<file path="src/rtl/butterfly_pipe.sv">
// Three-stage pipelined radix-2 DIT butterfly: o1 = a + b*w, o2 = a - b*w.
// Optional per-beat halving with rounding, saturating outputs and a sticky overflow flag.
module butterfly_pipe #(
    parameter int DATA_W = 16,
    parameter int TW_W   = 16
) (
    input  logic              clk,
    input  logic              n_rst,
    input  logic              in_valid,
    output logic              in_ready,
    input  logic [DATA_W-1:0] a_re,
    input  logic [DATA_W-1:0] a_im,
    input  logic [DATA_W-1:0] b_re,
    input  logic [DATA_W-1:0] b_im,
    input  logic [TW_W-1:0]   w_re,
    input  logic [TW_W-1:0]   w_im,
    input  logic              scale_en,
    output logic              out_valid,
    input  logic              out_ready,
    output logic [DATA_W-1:0] o1_re,
    output logic [DATA_W-1:0] o1_im,
    output logic [DATA_W-1:0] o2_re,
    output logic [DATA_W-1:0] o2_im,
    output logic              ovf,
    input  logic              ovf_clr
);

    localparam int PW = DATA_W + TW_W;

    localparam logic signed [PW:0]       RND     = (PW+1)'(1) << (TW_W - 2);
    localparam logic signed [DATA_W+1:0] ONE     = (DATA_W+2)'(1);
    localparam logic signed [DATA_W+1:0] SAT_MAX = (DATA_W+2)'((1 << (DATA_W - 1)) - 1);
    localparam logic signed [DATA_W+1:0] SAT_MIN = ~SAT_MAX;

    logic advance;

    logic signed [PW-1:0] b_re_x, b_im_x, w_re_x, w_im_x;

    logic                     s1_valid, s1_scale;
    logic signed [DATA_W-1:0] s1_a_re, s1_a_im;
    logic signed [PW-1:0]     p_rr, p_ii, p_ri, p_ir;

    logic                     s2_valid, s2_scale;
    logic signed [DATA_W-1:0] s2_a_re, s2_a_im;
    logic signed [DATA_W:0]   t_re, t_im, s2_t_re, s2_t_im;

    logic [DATA_W:0] r1_re, r1_im, r2_re, r2_im;
    logic            sat_any;

    // A stall anywhere freezes the whole pipe, so bubbles are never squeezed out.
    assign advance  = !out_valid || out_ready;
    assign in_ready = advance;

    assign b_re_x = {{TW_W{b_re[DATA_W-1]}}, b_re};
    assign b_im_x = {{TW_W{b_im[DATA_W-1]}}, b_im};
    assign w_re_x = {{DATA_W{w_re[TW_W-1]}}, w_re};
    assign w_im_x = {{DATA_W{w_im[TW_W-1]}}, w_im};

    // Round-half-up back to Q0 and keep DATA_W+1 bits of the complex product.
    assign t_re = (DATA_W+1)'(($signed({p_rr[PW-1], p_rr}) - $signed({p_ii[PW-1], p_ii}) + RND)
                              >>> (TW_W - 1));
    assign t_im = (DATA_W+1)'(($signed({p_ri[PW-1], p_ri}) + $signed({p_ir[PW-1], p_ir}) + RND)
                              >>> (TW_W - 1));

    // Returns {saturated, value}.
    function automatic logic [DATA_W:0] finish_out(
        input logic signed [DATA_W-1:0] a,
        input logic signed [DATA_W:0]   t,
        input logic                     sub,
        input logic                     sc
    );
        logic signed [DATA_W+1:0] s;
        s = sub ? ($signed({{2{a[DATA_W-1]}}, a}) - $signed({t[DATA_W], t}))
                : ($signed({{2{a[DATA_W-1]}}, a}) + $signed({t[DATA_W], t}));
        if (sc) s = (s + ONE) >>> 1;
        if (s > SAT_MAX) return {1'b1, SAT_MAX[DATA_W-1:0]};
        if (s < SAT_MIN) return {1'b1, SAT_MIN[DATA_W-1:0]};
        return {1'b0, s[DATA_W-1:0]};
    endfunction

    always_comb begin
        r1_re = finish_out(s2_a_re, s2_t_re, 1'b0, s2_scale);
        r1_im = finish_out(s2_a_im, s2_t_im, 1'b0, s2_scale);
        r2_re = finish_out(s2_a_re, s2_t_re, 1'b1, s2_scale);
        r2_im = finish_out(s2_a_im, s2_t_im, 1'b1, s2_scale);
    end

    assign sat_any = r1_re[DATA_W] | r1_im[DATA_W] | r2_re[DATA_W] | r2_im[DATA_W];

    always_ff @(posedge clk or negedge n_rst) begin
        if (!n_rst) begin
            s1_valid <= 1'b0;
            s2_valid <= 1'b0;
        end else if (advance) begin
            s1_valid <= in_valid;
            s2_valid <= s1_valid;
        end
    end

    // NOTE: interior datapath flops have no reset; the stage valid bits alone qualify them.
    always_ff @(posedge clk) begin
        if (advance) begin
            s1_a_re  <= $signed(a_re);
            s1_a_im  <= $signed(a_im);
            s1_scale <= scale_en;
            p_rr     <= b_re_x * w_re_x;
            p_ii     <= b_im_x * w_im_x;
            p_ri     <= b_re_x * w_im_x;
            p_ir     <= b_im_x * w_re_x;
            s2_a_re  <= s1_a_re;
            s2_a_im  <= s1_a_im;
            s2_scale <= s1_scale;
            s2_t_re  <= t_re;
            s2_t_im  <= t_im;
        end
    end

    always_ff @(posedge clk or negedge n_rst) begin
        if (!n_rst) begin
            out_valid <= 1'b0;
            o1_re     <= '0;
            o1_im     <= '0;
            o2_re     <= '0;
            o2_im     <= '0;
            ovf       <= 1'b0;
        end else begin
            if (advance) begin
                out_valid <= s2_valid;
                o1_re     <= r1_re[DATA_W-1:0];
                o1_im     <= r1_im[DATA_W-1:0];
                o2_re     <= r2_re[DATA_W-1:0];
                o2_im     <= r2_im[DATA_W-1:0];
            end
            // A new saturation takes priority over a clear in the same cycle.
            if (advance && s2_valid && sat_any) ovf <= 1'b1;
            else if (ovf_clr)                   ovf <= 1'b0;
        end
    end

endmodule

</file>
<file path="config.mk">
export PLATFORM = sky130hd
export DESIGN_NAME = butterfly_pipe
export DESIGN_NICKNAME = d
export VERILOG_FILES = /design/src/rtl/butterfly_pipe.sv
export SDC_FILE = /design/constraint.sdc
export NUM_CORES = 2
export LEC_CHECK = 0
export ABC_AREA = 1
export BUFFER_PORTS_ARGS = -buffer_cell sky130_fd_sc_hd__buf_2
export CAP_MARGIN = 15
export CORE_UTILIZATION = 68
export CTS_BUF_LIST = sky130_fd_sc_hd__clkbuf_2 sky130_fd_sc_hd__clkbuf_4 sky130_fd_sc_hd__clkbuf_8
export CTS_CLUSTER_SIZE = 24
export DETAILED_ROUTE_END_ITERATION = 7
export GPL_ROUTABILITY_DRIVEN = 0
export HOLD_SLACK_MARGIN = 0.15
export PLACE_DENSITY = 0.86
export REMOVE_ABC_BUFFERS = 1
export SLEW_MARGIN = 20
export SYNTH_ARGS = -nofsm -noshare
export SYNTH_HDL_FRONTEND = slang
export SYNTH_SLANG_ARGS = --single-unit
</file>
<file path="constraint.sdc">
create_clock -name clk -period 35.5 [get_ports clk]
set_input_delay 10.65 -clock clk [delete_from_list [all_inputs] [get_ports clk]]
set_output_delay 10.65 -clock clk [all_outputs]
set_load 0.01 [all_outputs]
</file>
* Word level (Yosys, flattened, before mapping)
Cells that the tools add are included.
** Storage, ports and cells
- Flip-flop bits (word level) :: 296
- Output and inout port bits :: 67
- Logic and storage cells :: 86
** Operators by class
- Add/subtract/negate cells :: 12
- Multipliers :: 4
- Order comparisons :: 8
- Muxes and demuxes :: 34
- Bitwise logic cells :: 3
- Reduce and logical (&&, ||, !) cells :: 5
** Operator list (number)
- $mux W17 :: 16
- $mul A16 B16 Y32 :: 4
- $add A18 B2 Y18 const B :: 4
- $gt A18 B16 Y1 const B :: 4
- $lt A18 B16 Y1 const B :: 4
- $mux W18 :: 4
- $add A32 B16 Y32 const B :: 2
- $add A16 B17 Y18 :: 2
- $sub A16 B17 Y18 :: 2
- $add A32 B32 Y32 :: 1
- $sub A32 B32 Y32 :: 1
- $mux W1 :: 14
- $or A1 B1 Y1 :: 3
- $logic_and A1 B1 Y1 :: 2
- $reduce_bool A2 Y1 :: 1
- $logic_not A1 Y1 :: 1
- $logic_or A1 B1 Y1 :: 1

* Logic depth before layout (Yosys ltp)
- Word-level depth :: 13
- Gate-level depth with buffers :: 28
- Gate-level depth less buffers :: 27

* Worst setup path before layout
Ideal clock, no wire load.
- Kind :: input to output
- From :: input out_ready
- To :: output in_ready
- Arrival time :: 17636 ps
- Required time :: 24850 ps
- Path slack :: 7214 ps
- Cell stages on the path :: 4
- Cell sequence :: nor2_1 inv_1 clkbuf_1 buf_1
** Between the ends
- Cells in the longest elaborated chain, start to end :: 1
** Ends and longest elaborated chain
- start: declaration :: RTL line 19 : input logic out_ready,
- $logic_or A1 B1 Y1 :: RTL line 51 : assign advance = !out_valid || out_ready;
- end: declaration :: RTL line 10 : output logic in_ready,
Every way passes these cells.

* Worst setup path after layout
Same ends and word-level chain as after synthesis.

==> flow_summary.json <==
{
  "post-dp-hpwl_mm": 117.7,
  "cts-buffers-inserted": 50,
  "worstPathRequired_ns": 24.85,
  "start_util": 0.6870,
  "muxShareOfSynthArea": 0,
  "hp-class": "reg -> reg",
  "track_usage": 0.3512,
  "ys_ff_latch": 296,
  "grt_max_degree": 91,
  "rsz0062_at_grt": "false",
  "synth_cells": 7308,
  "ctsHoldBuffers": 0,
  "cts_max_level": 2,
  "cp_cell_sequence": "buf_2, nor2_2, inv_8, buf_2",
  "synth_area_leaders": "fa_1, inv_1, edfxtp_1",
  "synthAdderAreaFrac": 0.4614,
  "synth_top_family_by_area": "adder cells",
  "port_buffers": 168,
  "yosysUniqueCellTypes": 61,
  "seq_area_frac_synth": 0.1432,
  "synth.most_common_cell": "inv_1",
  "clock_sinks": 296,
  "placed_cells": 8412,
  "cp-startpoint": "out_ready",
  "fin_cells": 8507,
  "setup_tns_ns": 0,
  "synth_top_area_cell": "fa_1",
  "synth_xor_area_frac": 0.03272,
  "grt_pass1_wl_mm": 249.6,
  "synth_top_area_share": 0.3528,
  "violations": "design-rule violations",
  "fp.dieH_um": 298.3,
  "finalCritPeriodShare": 0.6453,
  "cp-start-kind": "input port",
  "worst_slew_pin_slew_ns": 1.047,
  "ctsRootBufferMaster": "clkbuf_8",
  "crit_top_cell": "buf_2",
  "synth-simple-area-share": 0.1638,
  "first_global_vias": 51423,
  "routedWlPerCell_um": 17.68,
  "fp.dieArea_sq_um": 88970,
  "worstPathMaxFanout": 90,
  "critPathMaxStageDelay_ns": 0.75,
  "io_pins": 169,
  "first_pass_iters": 8,
  "run_status": "finished, violations left",
  "ant_nets": 0,
  "synth_edf_count": 228,
  "grt.overflow.total": 0,
  "die_w_um": 298.3,
  "multi_input_area_sq_um": 42550,
  "fillCellCount": 6277,
  "clock_path_buffers": 3,
  "antenna_found_initial": 6,
  "fin_util": 0.7163,
  "syn-mean-instance-area_sq_um": 8.168,
  "remaining_drc_errors": 5,
  "worstSetupEndpointType": "primary output",
  "min-delay-start": "s1_a_re[11]",
  "place_ws_ns": 12.58,
  "hold_viol_final": 0,
  "cts_tree": "built",
  "insertion_delay_ns": 0.67,
  "postCtsSetupBuffers": 0,
  "finalCriticalPeriod_ns": 22.91,
  "drt-total-wl_mm": 150.4,
  "drv_cap": 0,
  "synth_compound_area_frac": 0.05496,
  "nNetsFinal": 8981,
  "path_class": "in -> out",
  "fin_ws_ns": 12.59,
  "area_growth_pct": 4.276,
  "ys.warnings.count": 0,
  "viasPerCell": 5.627,
  "fmax_mhz": 43.65,
  "cts_resized": 0,
  "yosys-top-cells-count": "inv_1, nand2_1, fa_1, ha_1, nor2_1",
  "layout-drive-gt1-share": 0.05538,
  "core_sq_um": 86890,
  "timing.rr.start": "s2_t_re[0]",
  "slew_viol_final": 0,
  "layout.area.seq_sq_um": 8548,
  "synthesis.area_sq_um": 59690,
  "ys.flop_type": "edfxtp_1",
  "critPathSlowestCell": "nor2_2",
  "slew_headroom": 0.3018,
  "drtIter0Drc": 3841,
  "dr_total_vias": 47873,
  "synthArstFlopShare": 0.2297,
  "cp.arrival_ns": 12.26,
  "finalClockSkew_ns": 0.04881,
  "rows": 108,
  "setup_violations": 0,
  "clk_pin_slew_ns": 0.06
}
-- per-stage QoR --
step	hold WS, ns	instance area, sq um
detailed placement	0.4045	61120
finish	0.4173	62240
global placement	0.4049	61120
floorplan	0.4003	58590
global route	0.4203	62240
CTS	0.4135	62230
-- logic make-up (layout without fill, tap and decap cells) --
group / count (synthesis) / in the layout
adders and majority gates: 1570 / 1570
AOI/OAI and AO/OA: 567 / 567
and+or+nand+nor: 2412 / 2412
xor gates and xnor gates: 217 / 217
other: 0 / 3
DFF: 296 / 296
buffers and inverters: 2246 / 2287
-- state kept, by name, indices dropped and copies added, names as in the netlist, 17 cells and up --
signal   cells
p_ii        32
p_ir        32
p_ri        32
p_rr        32
s2_t_im     17
s2_t_re     17
-- area by class of cell --
class | instances | share of cell area
Inverter | 1996 | 0.1205
Multi-Input combinational cell | 4766 | 0.6837
Antenna cell | 3 | 0.0001206
Clock buffer | 67 | 0.01371
Timing Repair Buffer | 199 | 0.01725
Clock inverter | 25 | 0.004141
Tap cell | 1155 | 0.02322
Sequential cell | 296 | 0.1373
-- placed cells by master, fill, tap and decap left out, types with 7 or more instances in the layout --
cell / n
a21o_1: 12
a21oi_1: 285
a21oi_2: 19
a31oi_1: 23
buf_2: 168
buf_4: 31
clkbuf_4: 11
clkbuf_8: 56
clkinv_1: 8
clkinv_2: 12
dfrtp_1: 68
edfxtp_1: 228
fa_1: 1052
ha_1: 518
inv_1: 1979
inv_2: 13
nand2_1: 1794
nand2_2: 28
nand3_1: 159
nand3_2: 9
nand4_1: 48
nor2_1: 296
nor2_2: 17
nor3_1: 21
nor4_1: 9
o211ai_1: 28
o21a_1: 9
o21ai_0: 116
o21ai_1: 11
o21bai_1: 11
o22a_1: 8
o22ai_1: 9
o31ai_1: 7
or2_2: 7
xnor2_1: 81
xor2_1: 132
-- per-layer routing --
metal	GRT usage	vias to the layer above	share of wire	wire (um)
li1	-	21563	-	-
met1	0.4254	23024	0.37	55060
met5	0	-	0.00017	26
met3	0.06935	670	0.098	14760
met2	0.5812	2612	0.47	69950
met4	0.2139	4	0.071	10610
-- final timing paths --
check,slack (ns),to,cells past startpoint
worst max-delay path,12.59,in_ready,4
worst min-delay path,0.42,s2_a_re[11],0
worst max register to register,31.96,ovf,24
worst min register to register,0.42,s2_a_re[11],0
max in group asynchronous,24.74,o2_im[10],2
min in group asynchronous,10.17,o2_re[4],2
-- critical path: cells and delay by family --
kind | cells | cell delay, ns
simple gates | 1 | 0.75
buf+inv | 3 | 0.81
Power is left out: the tool's default activity adds up to more than one toggle a clock period on the data nets, which glitch-free logic cannot reach.
